--- config.mk ---
export PLATFORM = sky130hd
export DESIGN_NAME = branch_sequencer
export DESIGN_NICKNAME = d
export VERILOG_FILES = /design/src/rtl/branch_seq_pkg.sv /design/src/rtl/seq_downcounter.sv /design/src/rtl/branch_sequencer.sv
export SDC_FILE = /design/constraint.sdc
export NUM_CORES = 1
export LEC_CHECK = 0
export BUFFER_PORTS_ARGS = -buffer_cell sky130_fd_sc_hd__buf_4
export CORE_MARGIN = 2
export CORE_UTILIZATION = 48
export CTS_BUF_LIST = sky130_fd_sc_hd__clkbuf_4 sky130_fd_sc_hd__clkbuf_8 sky130_fd_sc_hd__clkbuf_16
export CTS_CLUSTER_SIZE = 28
export DETAILED_ROUTE_END_ITERATION = 12
export HOLD_SLACK_MARGIN = 0.08
export PLACE_DENSITY = 0.8
export REMOVE_ABC_BUFFERS = 1
export SLEW_MARGIN = 20
export SYNTH_ARGS = -nofsm -noshare
export SYNTH_HDL_FRONTEND = slang
export SYNTH_HIERARCHICAL = 1
export SYNTH_SLANG_ARGS = --single-unit
--- constraint.sdc ---
create_clock -name clk -period 2.95 [get_ports clk]
set_input_delay 0.4425 -clock clk [delete_from_list [all_inputs] [get_ports clk]]
set_output_delay 0.4425 -clock clk [all_outputs]
set_load 0.05 [all_outputs]
--- src/rtl/branch_seq_pkg.sv ---
// -----------------------------------------------------------------------------
// branch_seq_pkg
//   Shared definitions for the branch sequencer: address width, counter widths,
//   default timing parameters and the sequencer state encoding (also exported
//   on the o_state debug port, so the numeric values are fixed).
// -----------------------------------------------------------------------------
package branch_seq_pkg;

    localparam int unsigned ADDR_W            = 24;
    localparam int unsigned TAKEN_CNT_W       = 16;
    localparam int unsigned FILL_CNT_W        = 6;
    localparam int unsigned SETTLE_CNT_W      = 3;

    localparam int unsigned SETTLE_CYCLES_DEF = 2;
    localparam int unsigned FILL_TIMEOUT_DEF  = 63;

    typedef enum logic [2:0] {
        S_IDLE      = 3'd0,
        S_FALLTHRU  = 3'd1,
        S_RESOLVE   = 3'd2,
        S_FETCH     = 3'd3,
        S_WAIT_FILL = 3'd4,
        S_REDIRECT  = 3'd5,
        S_SETTLE    = 3'd6
    } seq_state_e;

endpackage

--- src/rtl/seq_downcounter.sv ---
// -----------------------------------------------------------------------------
// seq_downcounter
//   Small loadable down-counter with a zero flag, used to time the SETTLE
//   phase of the branch sequencer. Load has priority over decrement; the
//   count saturates at zero.
//
// Ports
//   clk       rising-edge clock
//   rst       asynchronous active-high reset (count -> 0)
//   load      load load_val this cycle
//   load_val  value to load
//   dec       decrement this cycle (ignored when count is already zero)
//   count     current count
//   zero      count == 0
// -----------------------------------------------------------------------------
module seq_downcounter
    import branch_seq_pkg::*;
(
    input  logic                    clk,
    input  logic                    rst,
    input  logic                    load,
    input  logic [SETTLE_CNT_W-1:0] load_val,
    input  logic                    dec,
    output logic [SETTLE_CNT_W-1:0] count,
    output logic                    zero
);

    localparam logic [SETTLE_CNT_W-1:0] CNT_ONE = 1;

    logic [SETTLE_CNT_W-1:0] count_q;

    always_ff @(posedge clk or posedge rst) begin
        if (rst) begin
            count_q <= '0;
        end else if (load) begin
            count_q <= load_val;
        end else if (dec && (count_q != '0)) begin
            count_q <= count_q - CNT_ONE;
        end
    end

    assign count = count_q;
    assign zero  = (count_q == '0);

endmodule

--- src/rtl/branch_sequencer.sv ---
// -----------------------------------------------------------------------------
// branch_sequencer
//   Sequences a branch from issue to P-register reload. Not-taken branches
//   spend one FALLTHRU cycle. Taken branches resolve (optionally writing the
//   return address to B00), fetch the target into the instruction buffers on a
//   miss, reload P in REDIRECT, then settle for SETTLE_CYCLES before accepting
//   the next issue. A fill that never completes is abandoned after
//   FILL_TIMEOUT cycles and flagged in the sticky o_fill_err.
//
// Parameters
//   SETTLE_CYCLES  hold cycles after the P load (1..7)
//   FILL_TIMEOUT   maximum WAIT_FILL cycles before the error flag is raised
//
// Ports
//   clk, rst         clock (rising edge), asynchronous active-high reset
//   i_branch_issue   branch issues this cycle (only honoured in IDLE)
//   i_take_branch    branch condition, qualified by i_branch_issue
//   i_rtn_jump       return jump, qualified by i_branch_issue
//   i_nxt_p          branch target parcel address
//   i_ret_p          return address written to B00
//   i_ibuf_hit       target already resident in the instruction buffers
//   i_fetch_ack      memory accepted the fetch request
//   i_fetch_done     buffer fill complete
//   o_issue_hold     stall instruction issue
//   o_p_load/o_p_new one-cycle P load strobe and the new P value
//   o_fetch_req/addr buffer fetch request (level) and its address
//   o_b00_we/data    one-cycle B00 write strobe and data
//   o_taken_cnt      wrapping count of taken branches
//   o_fill_err       sticky fill-timeout flag
//   o_state          current state, for debug
// -----------------------------------------------------------------------------
module branch_sequencer
    import branch_seq_pkg::*;
#(
    parameter int unsigned SETTLE_CYCLES = SETTLE_CYCLES_DEF,
    parameter int unsigned FILL_TIMEOUT  = FILL_TIMEOUT_DEF
) (
    input  logic                   clk,
    input  logic                   rst,
    input  logic                   i_branch_issue,
    input  logic                   i_take_branch,
    input  logic                   i_rtn_jump,
    input  logic [ADDR_W-1:0]      i_nxt_p,
    input  logic [ADDR_W-1:0]      i_ret_p,
    input  logic                   i_ibuf_hit,
    input  logic                   i_fetch_ack,
    input  logic                   i_fetch_done,
    output logic                   o_issue_hold,
    output logic                   o_p_load,
    output logic [ADDR_W-1:0]      o_p_new,
    output logic                   o_fetch_req,
    output logic [ADDR_W-1:0]      o_fetch_addr,
    output logic                   o_b00_we,
    output logic [ADDR_W-1:0]      o_b00_data,
    output logic [TAKEN_CNT_W-1:0] o_taken_cnt,
    output logic                   o_fill_err,
    output logic [2:0]             o_state
);

    // The settle counter is loaded with SETTLE_CYCLES-1 and SETTLE exits on
    // the cycle it reads zero, giving exactly SETTLE_CYCLES SETTLE cycles.
    localparam logic [SETTLE_CNT_W-1:0] SETTLE_LOAD = SETTLE_CNT_W'(SETTLE_CYCLES - 1);
    localparam logic [FILL_CNT_W-1:0]   FILL_LIMIT  = FILL_CNT_W'(FILL_TIMEOUT);
    localparam logic [FILL_CNT_W-1:0]   FILL_ONE    = 1;
    localparam logic [TAKEN_CNT_W-1:0]  TAKEN_ONE   = 1;

    seq_state_e                state_q, state_d;
    logic [ADDR_W-1:0]         target_q;
    logic [ADDR_W-1:0]         ret_q;
    logic                      rtn_q;
    logic [FILL_CNT_W-1:0]     fill_cnt_q, fill_cnt_d, fill_cnt_inc;
    logic                      fill_err_q;
    logic [TAKEN_CNT_W-1:0]    taken_cnt_q;

    logic                      latch_en;
    logic                      fill_err_set;
    logic                      settle_load;
    logic                      settle_dec;
    logic                      settle_zero;
    logic [SETTLE_CNT_W-1:0]   settle_count;

    assign fill_cnt_inc = fill_cnt_q + FILL_ONE;

    seq_downcounter u_settle (
        .clk      (clk),
        .rst      (rst),
        .load     (settle_load),
        .load_val (SETTLE_LOAD),
        .dec      (settle_dec),
        .count    (settle_count),
        .zero     (settle_zero)
    );

    // -------------------------------------------------------------------------
    // State and data registers
    // -------------------------------------------------------------------------
    always_ff @(posedge clk or posedge rst) begin
        if (rst) begin
            state_q     <= S_IDLE;
            target_q    <= '0;
            ret_q       <= '0;
            rtn_q       <= 1'b0;
            fill_cnt_q  <= '0;
            fill_err_q  <= 1'b0;
            taken_cnt_q <= '0;
        end else begin
            state_q    <= state_d;
            fill_cnt_q <= fill_cnt_d;
            if (latch_en) begin
                target_q <= i_nxt_p;
                ret_q    <= i_ret_p;
                rtn_q    <= i_rtn_jump;
            end
            if (fill_err_set) begin
                fill_err_q <= 1'b1;
            end
            if (state_q == S_REDIRECT) begin
                taken_cnt_q <= taken_cnt_q + TAKEN_ONE;
            end
        end
    end

    // -------------------------------------------------------------------------
    // Next-state and strobe logic
    // -------------------------------------------------------------------------
    always_comb begin
        state_d      = state_q;
        latch_en     = 1'b0;
        fill_cnt_d   = '0;
        fill_err_set = 1'b0;
        settle_load  = 1'b0;
        settle_dec   = 1'b0;
        o_p_load     = 1'b0;
        o_fetch_req  = 1'b0;
        o_b00_we     = 1'b0;
        // Issue is stalled combinationally in the accepting IDLE cycle, but
        // never while reset is held.
        o_issue_hold = (state_q != S_IDLE) || (i_branch_issue && !rst);

        unique case (state_q)
            S_IDLE: begin
                if (i_branch_issue) begin
                    latch_en = 1'b1;
                    state_d  = i_take_branch ? S_RESOLVE : S_FALLTHRU;
                end
            end
            S_FALLTHRU: begin
                state_d = S_IDLE;
            end
            S_RESOLVE: begin
                o_b00_we = rtn_q;
                state_d  = i_ibuf_hit ? S_REDIRECT : S_FETCH;
            end
            S_FETCH: begin
                // i_fetch_done is deliberately not looked at here, even in the
                // ack cycle; the fill counter is held at zero for WAIT_FILL.
                o_fetch_req = 1'b1;
                if (i_fetch_ack) begin
                    state_d = S_WAIT_FILL;
                end
            end
            S_WAIT_FILL: begin
                if (i_fetch_done) begin
                    state_d = S_REDIRECT;
                end else if (fill_cnt_inc == FILL_LIMIT) begin
                    fill_err_set = 1'b1;
                    state_d      = S_REDIRECT;
                end else begin
                    fill_cnt_d = fill_cnt_inc;
                end
            end
            S_REDIRECT: begin
                o_p_load    = 1'b1;
                settle_load = 1'b1;
                state_d     = S_SETTLE;
            end
            S_SETTLE: begin
                if (settle_zero) begin
                    state_d = S_IDLE;
                end else begin
                    settle_dec = 1'b1;
                end
            end
            default: begin
                state_d = S_IDLE;
            end
        endcase
    end

    assign o_p_new      = target_q;
    assign o_fetch_addr = target_q;
    assign o_b00_data   = ret_q;
    assign o_taken_cnt  = taken_cnt_q;
    assign o_fill_err   = fill_err_q;
    assign o_state      = state_q;

endmodule
Word-level counts from Yosys, hierarchy flattened
Index checks and enable logic that the tools add are counted.
{"block": "word_totals", "regBits": 78, "in_bits": 56, "out_inout_bits": 96, "word_cells": 54}
{"block": "op_classes", "add_sub_neg": 3, "eq_ne": 10, "n_mux": 23, "n_reduce_logical": 10}
{"operator": "$mux 3", "count": 8}
{"operator": "$mux 6", "count": 3}
{"operator": "$pmux 3 s6", "count": 1}
{"operator": "$add 16x1->16 const B", "count": 1}
{"operator": "$mux 1", "count": 10}
{"operator": "$eq 3x3->1 const B", "count": 3}
{"operator": "$add 6x1->6 const B", "count": 1}
{"operator": "$eq 3x2->1 const B", "count": 2}
{"operator": "$eq 6x6->1 const B", "count": 1}
{"operator": "$logic_not 3->1", "count": 2}
{"operator": "$ne 2x2->1 const B", "count": 3}
{"operator": "$reduce_bool 3->1", "count": 2}
{"operator": "$reduce_and 4->1", "count": 1}
{"operator": "$ne 3x3->1 const B", "count": 1}
{"operator": "$sub 3x1->3 const B", "count": 1}
{"operator": "$logic_and 1x1->1", "count": 2}
{"operator": "$mux 2", "count": 1}
{"operator": "$reduce_bool 2->1", "count": 1}
{"operator": "$logic_not 1->1", "count": 1}
{"operator": "$logic_or 1x1->1", "count": 1}

Longest topological paths before layout
{"block": "depth", "ltp_word": 6, "mapped_depth": 7, "mapped_depth_nobuf": 7}

Cells and area by module
The synthesis kept the hierarchy.
{"mod": "branch_sequencer", "n_inst": 1, "cells_per_inst": 262, "area_each_um2": 3428.3, "seq_area_each_um2": 1876.8}
{"mod": "seq_downcounter", "n_inst": 1, "cells_per_inst": 20, "area_each_um2": 193.9, "seq_area_each_um2": 75.1}

Least setup slack after synthesis
No wires, ideal clock.
{"block": "synth_timing", "path_kind": "flip-flop to output port", "from": "register state_q[2], in the netlist o_state[2]", "to": "output port o_b00_we", "t_arrival_ps": 2149, "t_required_ps": 2508, "setup_slack_ps": 358, "stages_incl_launch_ff": 4, "path_buffers": 1, "cell_sequence": "dfrtp_1 buf_2 nand2b_1 nor3b_1"}
{"block": "synth_between", "elab_chain_len": 2}
{"element": "from (decl)", "line_no": "branch_sequencer.sv:67", "rtl": "seq_state_e state_q, state_d;"}
{"element": "from (signal assigned)", "line_no": "branch_sequencer.sv:107", "rtl": "state_q <= state_d;"}
{"element": "$eq 3x2->1", "line_no": "branch_sequencer.sv:140", "rtl": "unique case (state_q)"}
{"element": "$mux 1", "line_no": "branch_sequencer.sv:140"}
{"element": "to (decl)", "line_no": "branch_sequencer.sv:53", "rtl": "output logic o_b00_we,"}
No other way between the ends.

Worst setup path in the final report
{"block": "layout_timing", "from": "register state_q[1], in the netlist o_state[1]", "to": "output port o_p_load"}
{"block": "layout_between", "elab_chain_len": 2}
{"element": "$eq 3x3->1", "line_no": "branch_sequencer.sv:140"}
{"element": "$mux 1", "line_no": "branch_sequencer.sv:140"}
{"element": "to (decl)", "line_no": "branch_sequencer.sv:49", "rtl": "output logic o_p_load,"}
No other way between the ends.

==> flow_summary_export.csv <==
group,metric,value,unit
yosys,synth_top_area_cell,"dfrtp_1",
sta,skew,0.00924,ns
place,place_congestion,0.805,
routing,vias_per_cell,4.90,
critical_path,critPathArrivalTime,1.76,ns
clock_network,cts_tree,"done",
worst_hold_path,holdCritPathClass,"primary input to register",
yosys,ys_warn_count,6,
yosys,synth_top_area_share,53.9,%
layout,synthToLayoutAreaGrowth,34.8,%
floorplan,dieArea,0.00826,mm2
sta,rsz0062_at_grt,"no",
sta,fmax,454,MHz
clock_network,post_cts_resized,0,
routing,drt_wl_total,8100,um
routing,wire_per_inst,15.6,um
critical_path,cp-end-kind,"output port",
grt,grt_pass1_wl,13100,um
floorplan,io_pins,152,
place,io_buffers,151,
sta,finalHoldViolCount,0,
sta,setup_violations,0,
clock_network,cts_buffers,9,
grt,grt_usage,19.9,%
run,cap_viol_max_count,0,
grt,grt_max_degree,34,
routing,drc_errors,0,
yosys,synth_area_leaders,"dfrtp_1 (54%), mux2_2 (12%), buf_4 (5.6%)",
routing,first_pass_iters,4,
routing,drtIter0Drc,65,
yosys,synth.yosys.seq_area_share,53.9,%
yosys,avgSynthCellArea,12.8,um2
clock_network,clockRootBuffer,"clkbuf_8",
clock_network,numClockSinks,78,
layout,drive_gt1_share,54.4,%
critical_path,required,2.51,ns
layout,n_antenna_cell,0,
run_status,status,"finished clean",
grt,grt_pass1_vias,2493,
grt,grt.overflow.total,0,
yosys,netlist_area,0.00362,mm2
clock_network,h-tree-depth,3,
yosys,synthCells,282,
critical_path,critical_path_class,"register to output port",
sta,worst_pin_slew,0.573,ns
sta,min_period,2.20,ns
clock_network,clk_latency,0.33,ns
sta,slew_violations,0,
yosys,ys_types,47,
sta,min_period_over_period,74.7,%
critical_path,path_max_fanout,21,
sta,maxSlewHeadroom,61.8,%
floorplan,rows,31,
routing,ant_nets,0,
routing,vias,2549,
sta,final.setup.tns,0,ns
yosys,ys_ff_latch,78,
floorplan,fp.dieW,90.9,um
layout,nets,477,
clock_network,clockBufferDepth,2,
grt,antenna_found_initial,0,
floorplan,start_util,49.7,%
clock_network,cts.clk_slew.worst_paths,0.08,ns
floorplan,dieHeight,90.9,um
critical_path,start_kind,"register",
floorplan,coreArea,0.00729,mm2
place,dp.final_hpwl,6100,um
placed cells by master, fill, tap and decap left out, drive strengths merged, types with 5 or more instances in the layout:
master,instances
buf,155
nor2,11
nand2,12
nand3,6
nand2b,5
mux2,49
xnor2,11
ha,5
nand4,6
clkbuf,14
xor2,8
inv,15
dfrtp,78
through the flow:
stage               util [%]  worst slack [ns]  cell area, um2  hold slack, ns  cells
floorplan                  -             0.152            3350           0.196    249
global placement        63.8             0.824            4650           0.358    503
detailed placement      63.8             0.740            4650           0.354    503
CTS                     67.0             0.738            4880           0.328    520
global route            67.0             0.604            4880           0.329    520
finish                  67.0             0.747            4880           0.342    520
metal layers:
metal | wire length (um) | vias to the layer above | GRT usage (%)
met4 | 100 | 0 | 5.43
li1 | - | 1205 | -
met2 | 3950 | 91 | 32.1
met1 | 3530 | 1244 | 27.1
met5 | 0 | - | 0
met3 | 511 | 9 | 4.67
cells in the mapped netlist (all sizes together):
cell,n
nand2,12
o211ai,1
and2,1
o21ai,3
and4bb,1
nand4,6
inv,15
nand2b,5
and2b,1
or2,1
a22o,1
a41o,1
nor2,11
a21oi,1
nor3b,1
nand3,6
dfrtp,78
and3,3
and3b,1
and4,3
buf,34
o311ai,3
nor2b,2
mux2,49
ha,5
a31oi,1
nor3,3
o31ai,2
or3,1
nor4,1
or4b,3
mux2i,1
xor2,8
o21bai,1
conb,2
nand3b,1
a211oi,2
xnor2,11
layout make-up:
class	instances	area, um2
Clock buffer	14	186
Clock inverter	2	37.5
Fill cell	585	2410
Inverter	15	56.3
Multi-Input combinational cell	156	1340
Sequential cell	78	1950
Tap cell	99	124
Timing Repair Buffer	156	1190
cells by family after synthesis:
group | Yosys count | share of synthesized area [%]
DFF | 78 | 53.9
and+or+nand+nor | 63 | 10.6
muxes | 50 | 16.5
buffers and inverters | 49 | 9.22
xor gates and xnor gates | 19 | 4.59
AOI/OAI and AO/OA | 16 | 3.21
adders and majority gates | 5 | 1.73
other | 2 | 0.207
critical path, stage by stage (launching register included):
cell and delay, ns:
dfrtp_1 0.50, and2b_1 0.28, nand2_2 0.08, inv_2 0.30
buf_4 0.27
state kept, by name, indices dropped and copies added (netlist names):
| signal | cells |
|---|---|
| o_fill_err | 1 |
| o_fetch_addr | 24 |
| o_state | 3 |
| o_taken_cnt | 16 |
| rtn_q | 1 |
| u_settle/count | 3 |
| o_b00_data | 24 |
| fill_cnt_q | 6 |
final timing paths:
| path | start | end | slack [ns] | cells past startpoint |
|---|---|---|---|---|
| setup / recovery | o_state[1] | o_p_load | 0.75 | 4 |
| hold / removal | i_nxt_p[15] | o_fetch_addr[15] | 0.34 | 2 |
| setup reg to reg | o_state[0] | o_b00_data[19] | 0.76 | 4 |
| hold reg to reg | o_fill_err | o_fill_err | 0.47 | 2 |
| max in group asynchronous | rst | o_b00_data[14] | 1.59 | 4 |
| min in group asynchronous | rst | u_settle/count[1] | 0.56 | 3 |
timing repair:
item	in CTS	in global routing
buffers inserted	0	0
endpoints found under the hold margin	3	0
hold buffers	1	0
Power is not shown: default switching activity piles up to over one toggle a cycle in this logic, so the estimate is an artifact.
